<file path="src/rtl/precomp_nibble_mac.sv">
// -----------------------------------------------------------------------------
// precomp_nibble_mac
//
// Purpose:
//   Consumer of the odd-multiple precomputer bank in the FIR datapath.
//   It multiplies one data sample by an unsigned coefficient without a
//   multiplier. Each clock it takes one 4-bit coefficient nibble, picks the
//   matching multiple of the sample out of the bank (x1..x15, shifted left
//   where the nibble is even), and adds it into the accumulator at weight
//   16^idx. The product is ready NIBBLES cycles after the operands are accepted.
//
// Handshake (valid/ready, both sides):
//   A transfer happens on a rising edge where valid and ready are both high.
//   The producer holds valid and data steady until that edge.
//   in_ready is high only in IDLE. out_valid is high only in DONE. In DONE,
//   result is held until out_ready is seen.
//
// Ports:
//   clk        clock, all state updates on the rising edge
//   rst        asynchronous active-high reset
//   x1..x15    odd-multiple bank of the current sample (OUT_DATA_WIDTH each)
//   coeff      unsigned coefficient (COEF_WIDTH, a multiple of 4)
//   in_valid   bank + coeff valid
//   in_ready   block can accept an operand set
//   result     unsigned product (ACC_WIDTH)
//   out_valid  result valid
//   out_ready  downstream accepts result
// -----------------------------------------------------------------------------
module precomp_nibble_mac #(
    parameter int IN_DATA_WIDTH  = 17,
    parameter int OUT_DATA_WIDTH = 21,
    parameter int COEF_WIDTH     = 16,
    parameter int ACC_WIDTH      = IN_DATA_WIDTH + COEF_WIDTH
) (
    input  logic                      clk,
    input  logic                      rst,
    input  logic [OUT_DATA_WIDTH-1:0] x1,
    input  logic [OUT_DATA_WIDTH-1:0] x3,
    input  logic [OUT_DATA_WIDTH-1:0] x5,
    input  logic [OUT_DATA_WIDTH-1:0] x7,
    input  logic [OUT_DATA_WIDTH-1:0] x9,
    input  logic [OUT_DATA_WIDTH-1:0] x11,
    input  logic [OUT_DATA_WIDTH-1:0] x13,
    input  logic [OUT_DATA_WIDTH-1:0] x15,
    input  logic [COEF_WIDTH-1:0]     coeff,
    input  logic                      in_valid,
    output logic                      in_ready,
    output logic [ACC_WIDTH-1:0]      result,
    output logic                      out_valid,
    input  logic                      out_ready
);

    localparam int NIBBLES  = COEF_WIDTH / 4;
    localparam int PP_WIDTH = OUT_DATA_WIDTH + 3;
    localparam int IDX_W    = (NIBBLES > 1) ? $clog2(NIBBLES) : 1;

    typedef enum logic [1:0] {
        IDLE = 2'd0,
        RUN  = 2'd1,
        DONE = 2'd2
    } state_t;

    state_t                    state;
    logic [IDX_W-1:0]          idx;
    logic [ACC_WIDTH-1:0]      acc;

    // Operands are latched at accept, so upstream is free to move on.
    logic [OUT_DATA_WIDTH-1:0] m1_q, m3_q, m5_q, m7_q, m9_q, m11_q, m13_q, m15_q;
    logic [COEF_WIDTH-1:0]     coeff_q;

    logic [3:0]                nib;
    logic [PP_WIDTH-1:0]       pp;
    logic [ACC_WIDTH-1:0]      pp_shifted;
    logic [ACC_WIDTH-1:0]      acc_sum;
    logic                      last_nib;

    // Current nibble, least significant first.
    assign nib = coeff_q[{idx, 2'b00} +: 4];

    // Select-and-shift decode. An even nibble is an odd multiple shifted left:
    // n = odd * 2^k, so pp = x_odd << k. The three spare bits of PP_WIDTH
    // leave room for the largest shift (x1 << 3).
    always_comb begin
        pp = '0;
        case (nib)
            4'd0:  pp = '0;
            4'd1:  pp = {3'b000, m1_q};
            4'd2:  pp = {3'b000, m1_q} << 1;
            4'd3:  pp = {3'b000, m3_q};
            4'd4:  pp = {3'b000, m1_q} << 2;
            4'd5:  pp = {3'b000, m5_q};
            4'd6:  pp = {3'b000, m3_q} << 1;
            4'd7:  pp = {3'b000, m7_q};
            4'd8:  pp = {3'b000, m1_q} << 3;
            4'd9:  pp = {3'b000, m9_q};
            4'd10: pp = {3'b000, m5_q} << 1;
            4'd11: pp = {3'b000, m11_q};
            4'd12: pp = {3'b000, m3_q} << 2;
            4'd13: pp = {3'b000, m13_q};
            4'd14: pp = {3'b000, m7_q} << 1;
            4'd15: pp = {3'b000, m15_q};
            default: pp = '0;
        endcase
    end

    // Zero-extend to the accumulator width before weighting by 16^idx.
    // The sum is truncated to ACC_WIDTH. A consistent bank cannot overflow.
    assign pp_shifted = ACC_WIDTH'(pp) << {idx, 2'b00};
    assign acc_sum    = acc + pp_shifted;
    assign last_nib   = (idx == IDX_W'(NIBBLES - 1));

    always_ff @(posedge clk or posedge rst) begin
        if (rst) begin
            state     <= IDLE;
            in_ready  <= 1'b1;
            out_valid <= 1'b0;
            result    <= '0;
            idx       <= '0;
            acc       <= '0;
            m1_q      <= '0;
            m3_q      <= '0;
            m5_q      <= '0;
            m7_q      <= '0;
            m9_q      <= '0;
            m11_q     <= '0;
            m13_q     <= '0;
            m15_q     <= '0;
            coeff_q   <= '0;
        end else begin
            case (state)
                IDLE: begin
                    if (in_valid && in_ready) begin
                        m1_q     <= x1;
                        m3_q     <= x3;
                        m5_q     <= x5;
                        m7_q     <= x7;
                        m9_q     <= x9;
                        m11_q    <= x11;
                        m13_q    <= x13;
                        m15_q    <= x15;
                        coeff_q  <= coeff;
                        acc      <= '0;
                        idx      <= '0;
                        in_ready <= 1'b0;
                        state    <= RUN;
                    end
                end

                // All nibbles run even when they are zero. This keeps the
                // latency fixed and independent of the data.
                RUN: begin
                    acc <= acc_sum;
                    idx <= idx + 1'b1;
                    if (last_nib) begin
                        result    <= acc_sum;
                        out_valid <= 1'b1;
                        state     <= DONE;
                    end
                end

                DONE: begin
                    if (out_ready) begin
                        out_valid <= 1'b0;
                        in_ready  <= 1'b1;
                        state     <= IDLE;
                    end
                end

                default: begin
                    out_valid <= 1'b0;
                    in_ready  <= 1'b1;
                    state     <= IDLE;
                end
            endcase
        end
    end

endmodule

</file>
<file path="config.mk">
export PLATFORM = sky130hd
export DESIGN_NAME = precomp_nibble_mac
export DESIGN_NICKNAME = d
export VERILOG_FILES = /design/src/rtl/precomp_nibble_mac.sv
export SDC_FILE = /design/constraint.sdc
export NUM_CORES = 1
export LEC_CHECK = 0
export ABC_AREA = 1
export CAP_MARGIN = 10
export CORE_UTILIZATION = 35
export CTS_CLUSTER_SIZE = 14
export DETAILED_ROUTE_END_ITERATION = 7
export DONT_BUFFER_PORTS = 1
export PLACE_DENSITY = 0.6
export SETUP_SLACK_MARGIN = 0.1
export SYNTH_ARGS = -nofsm -noshare
export SYNTH_HDL_FRONTEND = slang
export SYNTH_SLANG_ARGS = --single-unit
</file>
<file path="constraint.sdc">
create_clock -name clk -period 8.72 [get_ports clk]
set_clock_uncertainty 0.1 [all_clocks]
set_input_delay 1.744 -clock clk [delete_from_list [all_inputs] [get_ports clk]]
set_output_delay 1.744 -clock clk [all_outputs]
set_load 0.02 [all_outputs]
</file>
==> results of run 1 <==
==> cells in the final DEF (no fill, tap or decap), types with 8 or more instances in the layout <==
cell type and count:
nor3_1 33, o21ai_0 163, clkbuf_16 29, o2111ai_1 14, nand4_1 20, o22ai_1 36, dfrtp_1 255, nand3_1 142
inv_2 15, or2_2 10, nor2_1 66, clkbuf_8 10, nand2_1 794, ha_1 33, xor2_1 8, nand2_4 11
a21oi_1 38, inv_1 147
==> critical path: stages (launching register included) <==
cell and delay (ns):
dfrtp_1 0.33, buf_4 0.37, inv_2 0.35, nand2_1 0.17, nand3_1 0.10, nand2_2 0.25
nor2_8 0.10, nand2_1 0.63, o22ai_1 0.16, nor3_1 0.58, nor3_1 0.11, ha_1 0.24
fa_1 0.40, nand3_1 0.10, nand2_1 0.15, nand3_1 0.11, nand2_1 0.10, nand2_1 0.08
nand2_1 0.14, a21boi_0 0.53, o21ai_0 0.21, or2_2 0.32, nand3_1 0.10, nand2_1 0.06
==> cell families (layout without fill, tap and decap cells) <==
| kind of cell | count (synthesis) | count (layout) | synth area share |
|---|---|---|---|
| xor gates and xnor gates | 15 | 15 | 0.00907 |
| adders and majority gates | 34 | 34 | 0.0299 |
| AOI/OAI and AO/OA | 299 | 299 | 0.119 |
| and+or+nand+nor | 1113 | 1113 | 0.329 |
| buffers and inverters | 249 | 229 | 0.0709 |
| DFF | 256 | 256 | 0.442 |
==> path summary, 6_finish.rpt <==
check | to | cells past startpoint | slack (ns)
setup / recovery | result[18]$_DFFE_PP0P_ | 23 | 2.75
hold / removal | m9_q[3]$_DFFE_PP0P_ | 2 | 0.39
setup reg to reg | result[18]$_DFFE_PP0P_ | 23 | 2.75
hold reg to reg | m9_q[3]$_DFFE_PP0P_ | 2 | 0.39
max in group asynchronous | acc[17]$_DFFE_PP0P_ | 2 | 6.09
min in group asynchronous | m15_q[18]$_DFFE_PP0P_ | 1 | 1.02
==> routing by layer <==
layer / part of all wire / up-vias / global-route usage
li1: - / 6330 / -
met1: 0.46 / 6406 / 0.361
met2: 0.43 / 578 / 0.370
met3: 0.079 / 84 / 0.0456
met4: 0.027 / 0 / 0.0746
met5: 0 / - / 0
==> through the flow <==
step | std cells | setup WS [ns] | instance area (sq um) | hold WS (ns) | utilization
floorplan | 1966 | 3.51 | 14500 | 0.349 | -
global placement | 2424 | 2.92 | 14900 | 0.371 | 0.364
detailed placement | 2424 | 2.93 | 14900 | 0.371 | 0.364
CTS | 2478 | 2.90 | 15900 | 0.387 | 0.390
global route | 2478 | 2.27 | 15900 | 0.417 | 0.390
finish | 2478 | 2.75 | 15900 | 0.387 | 0.390
==> registers in the layout, summed over array words and instances, names as in the netlist <==
| name | count |
|---|---|
| in_ready | 1 |
| result | 33 |
| state | 2 |
| m7_q | 21 |
| m13_q | 21 |
| m5_q | 21 |
| m3_q | 21 |
| m1_q | 21 |
| m9_q | 21 |
| coeff_q | 16 |
| m15_q | 21 |
| m11_q | 21 |
| out_valid | 1 |
| acc | 33 |
| idx | 2 |
==> cell type report <==
class / instances / share of cell area
multi-input cells: 1461 / 0.445
well taps: 532 / 0.0418
clock inverters: 11 / 0.00999
flip-flops and latches: 256 / 0.403
clock buffers: 43 / 0.0552
inverters: 166 / 0.0399
repair buffers: 9 / 0.00582
==> flow_metrics.py, run 1 <==
metrics = {
    "route": {
        "ant_nets": 0,
        "drt_iter0_drc": 1307,
        "via_per_inst": 5.41,
        "wire_per_inst_microns": 21.1,
        "drt-total-wl_mm": 52.2,
        "via_count": 13400,
        "drc": 0,
        "dr.pass1.iters": 7,
    },
    "critical_path": {
        "r2r_start": "idx[0]$_DFFE_PP0P_",
        "cp_max_fo": 41,
        "required_ns": 9.08,
        "cp-start-kind": "flop",
        "endpoint_kind": "flop",
        "crit_arrival_ns": 6.32,
        "crit_start": "idx[0]$_DFFE_PP0P_",
        "worstSetupPathType": "reg2reg",
    },
    "global_routing": {
        "grt_max_degree": 187,
        "grt_pass1_wl_mm": 78.5,
        "grtUsageTotal": 0.248,
        "antenna_found_initial": 0,
        "grt_pass1_vias": 12800,
        "gr-total-overflow": 0,
    },
    "yosys": {
        "synth_area_sq_um": 14500,
        "asyncSetResetFlopFracSynth": 1.00,
        "synth.area.top_cells": "dfrtp_1 44%, nand2_1 21%, o21ai_0 5.6%",
        "ys_seq_area_frac": 0.442,
        "synth-main-ff-cell": "dfrtp_1",
        "synthMostInstantiatedCell": "nand2_1",
        "synth_common_cells": "794 x nand2_1, 255 x dfrtp_1, 163 x o21ai_0",
        "synth-edff-count": 0,
        "yosysUniqueCellTypes": 52,
        "synth_top_area_cell": "dfrtp_1",
        "synth_top_area_frac": 0.440,
        "synthCells": 1966,
        "syn_area_per_cell_sq_um": 7.37,
        "ys_seq_elements": 256,
        "yosysWarnings": 0,
        "syn_nets": 2188,
    },
    "finish": {
        "fillCellCount": 4286,
        "layout-drive-gt1-share": 0.0637,
        "syn_to_final_growth_pct": 9.82,
        "fin_nets": 2145,
        "multi_input_area_sq_um": 7080,
        "register_area_sq_um": 6410,
        "insertedDiodeCount": 0,
    },
    "die": {
        "io_pins": 223,
        "die_w_microns": 205,
        "core-area_sq_um": 40800,
        "std_cell_rows": 74,
        "die_y_microns": 205,
        "start_util": 0.355,
        "die_area_sq_um": 42200,
    },
    "sta": {
        "tightest_slew_ns": 1.06,
        "fin_crit_sh": 0.684,
        "rsz0062_at_grt": "false",
        "setup_violations": 0,
        "min_period_ns": 5.97,
        "timing.fmax_ghz": 0.168,
        "fin_tns_setup_ns": 0,
        "finalMaxSlewViolations": 0,
        "hold_viol": 0,
        "relSlewSlack": 0.294,
    },
    "clock_network": {
        "cts_resized": 0,
        "cts_hold_buffers": 0,
        "cts_tree": "built",
        "cts_buffer_depth": 3,
        "clkTransAtPathRegs_ns": 0.07,
        "cts.sink_count": 256,
        "postCtsSetupBuffers": 0,
        "clkLatencyLatePin_ns": 0.58,
        "htreeDepth": 1,
        "cts_buffers": 29,
        "root_buffer": "clkbuf_16",
    },
    "worst_hold_path": {
        "worstHoldStart": "m9_q[3]$_DFFE_PP0P_",
        "hp-class": "reg2reg",
    },
    "outcome": {
        "status": "finished, final reports clean",
    },
    "place": {
        "portBuffers": 0,
        "gp_congestion": 0.990,
        "place_hpwl_mm": 39.8,
    },
    "flow_run": {
        "cap_violations": 0,
    },
}
Power of run 1 is not shown: default switching activity piles up to over one toggle a cycle in this logic, so the estimate is an artifact.
==> inputs of run 2 (changes only) <==
Settings changed: PLACE_DENSITY 0.6 to 0.58.
Clock period 8.72 ns to 5.5 ns, I/O delays scaled along.
==> run 2 against run 1 <==
  * The run now ends with design-rule violations left
  * Utilization grew 0.44 points
  * Register-to-register slack lost 2.3 ns
  * Setup slack lost 2.3 ns
  * Cell count grew 0.65%
  * Critical path depth grew 2
  * Global-route usage grew 0.059 points
  * Hold slack lost 0.082 ns
  * Sequential share of layout area shrank 0.44 points
  * Highest routed layer unchanged
==> flow_metrics.py, run 2 (same netlist as run 1, synthesis figures left out) <==
metrics = {
    "sta": {
        "fin_crit_sh": 0.912,
        "fin_hold_ws_ns": 0.305,
        "setup_violations": 0,
        "layout_setup_ws_ns": 0.484,
        "min_period_ns": 5.02,
        "relSlewSlack": 0.317,
        "rsz0062_at_grt": "false",
        "finalMaxSlewViolations": 0,
        "hold_viol": 0,
        "timing.fmax_ghz": 0.199,
        "fin_tns_setup_ns": 0,
        "tightest_slew_ns": 1.02,
    },
    "clock_network": {
        "cts_hold_buffers": 0,
        "htreeDepth": 1,
        "cts_buffer_depth": 3,
        "clkTransAtPathRegs_ns": 0.06,
        "clkLatencyLatePin_ns": 0.59,
        "root_buffer": "clkbuf_16",
        "cts.sink_count": 256,
        "cts_resized": 0,
        "cts_tree": "built",
        "postCtsSetupBuffers": 0,
        "cts_buffers": 29,
    },
    "finish": {
        "syn_to_final_growth_pct": 11.1,
        "fillCellCount": 4265,
        "layout-drive-gt1-share": 0.0734,
        "final_common_cell": "nand2_1",
        "fin_nets": 2160,
        "final_cell_area_sq_um": 16100,
        "layout_common_cells": "793 x nand2_1, 254 x dfrtp_1, 163 x o21ai_0",
        "top_regs": "acc: 33 flops, result: 33 flops",
        "register_area_sq_um": 6410,
        "multi_input_area_sq_um": 7080,
    },
    "critical_path": {
        "endpoint_kind": "flop",
        "reg2regPathDepth": 25,
        "crit_arrival_ns": 5.40,
        "r2r_start": "idx[1]$_DFFE_PP0P_",
        "r2r_setup_slack_ns": 0.48,
        "cp-start-kind": "flop",
        "cp_max_fo": 25,
        "worstReg2RegEnd": "result[28]$_DFFE_PP0P_",
        "required_ns": 5.88,
        "crit_end": "result[28]$_DFFE_PP0P_",
        "crit_start": "idx[1]$_DFFE_PP0P_",
        "worstSetupPathType": "reg2reg",
    },
    "route": {
        "via_per_inst": 5.34,
        "drc": 1,
        "via_count": 13300,
        "dr.pass1.iters": 8,
        "drt-total-wl_mm": 52.0,
        "wire_per_inst_microns": 20.8,
        "drt_iter0_drc": 1235,
        "ant_nets": 0,
    },
    "global_routing": {
        "grt_use_met1": 0.370,
        "grt_pass1_wl_mm": 78.9,
        "grt.busiest_layer": "met2",
        "grtUsageTotal": 0.248,
        "grt_pass1_vias": 12900,
        "gr-total-overflow": 0,
        "grt_max_degree": 137,
        "use_met3": 0.0325,
        "grtUsageMet2": 0.372,
        "antenna_found_initial": 2,
    },
    "outcome": {
        "status": "complete, but fails checks",
        "violations": "design-rule violations",
    },
    "die": {
        "die_area_sq_um": 42200,
        "die_w_microns": 205,
        "die_y_microns": 205,
        "std_cell_rows": 74,
        "io_pins": 223,
        "core-area_sq_um": 40800,
        "start_util": 0.355,
    },
    "place": {
        "portBuffers": 0,
        "place_hpwl_mm": 40.2,
        "gp_congestion": 1.00,
        "place_ws_ns": 0.409,
        "place_area_sq_um": 15000,
    },
    "flow_run": {
        "cap_violations": 0,
    },
    "worst_hold_path": {
        "hp-class": "in2async",
    },
}
## run 2: changes by cell type in the layout (fill, tap and decap cells not counted), moves of 2 or more
cell	delta
buf_4	+15
bufinv_16	+3
clkbuf_1	-2
clkbuf_8	-3
clkinvlp_4	+2
## run 2: how the worst min path moves through the flow
| stage | endpoint | depth (start not counted) | slack, ns | startpoint |
|---|---|---|---|---|
| after global placement | m11_q[9]$_DFFE_PP0P_ | 2 | 0.37 | m11_q[9]$_DFFE_PP0P_ |
| after CTS | m15_q[0]$_DFFE_PP0P_ | 1 | 0.30 | rst |
| after floorplan | coeff_q[0]$_DFFE_PP0P_ | 2 | 0.35 | coeff_q[0]$_DFFE_PP0P_ |
| after detailed placement | coeff_q[5]$_DFFE_PP0P_ | 2 | 0.37 | coeff_q[5]$_DFFE_PP0P_ |
| after global routing | m13_q[0]$_DFFE_PP0P_ | 1 | 0.33 | rst |
| final | m13_q[0]$_DFFE_PP0P_ | 1 | 0.30 | rst |
## run 2: area by class of cell
class                   instances  share of cell area
diodes                          1            0.000156
clock buffers                  38              0.0516
clock inverters                16              0.0164
inverters                     166              0.0394
multi-input cells            1461               0.440
flip-flops and latches        256               0.398
well taps                     532              0.0414
repair buffers                 24              0.0128
## run 2: critical path: stages, from the launching register on
cell	delay, ns
dfrtp_1	0.50
inv_2	0.17
buf_4	0.30
nand2_1	0.09
nand2_1	0.16
nor2_8	0.11
nand2_2	0.28
inv_2	0.18
nand2_1	0.09
o2111ai_1	0.10
or2_1	0.23
nor2_1	0.29
nand2_1	0.12
nand3_1	0.09
nand2_1	0.12
ha_1	0.37
nand2_1	0.19
inv_1	0.06
a21o_1	0.20
a21oi_1	0.14
nand3_1	0.19
a21oi_2	0.25
o21ai_0	0.13
or2_2	0.31
nand3_1	0.07
nand2_1	0.05
## run 2: metrics by stage
stage / cells / utilization
3_5_place_dp: 2439 / 0.367
4_1_cts: 2493 / 0.394
6_report: 2494 / 0.394
2_1_floorplan: 1966 / -
3_3_place_gp: 2439 / 0.367
5_1_grt: 2494 / 0.394
## run 2: per-layer routing
layer	up-vias	part of all wire
met1	6323	0.47
met3	78	0.071
met4	0	0.029
met5	-	0
met2	546	0.43
li1	6364	-
Power of run 2 is left out for the same reason.
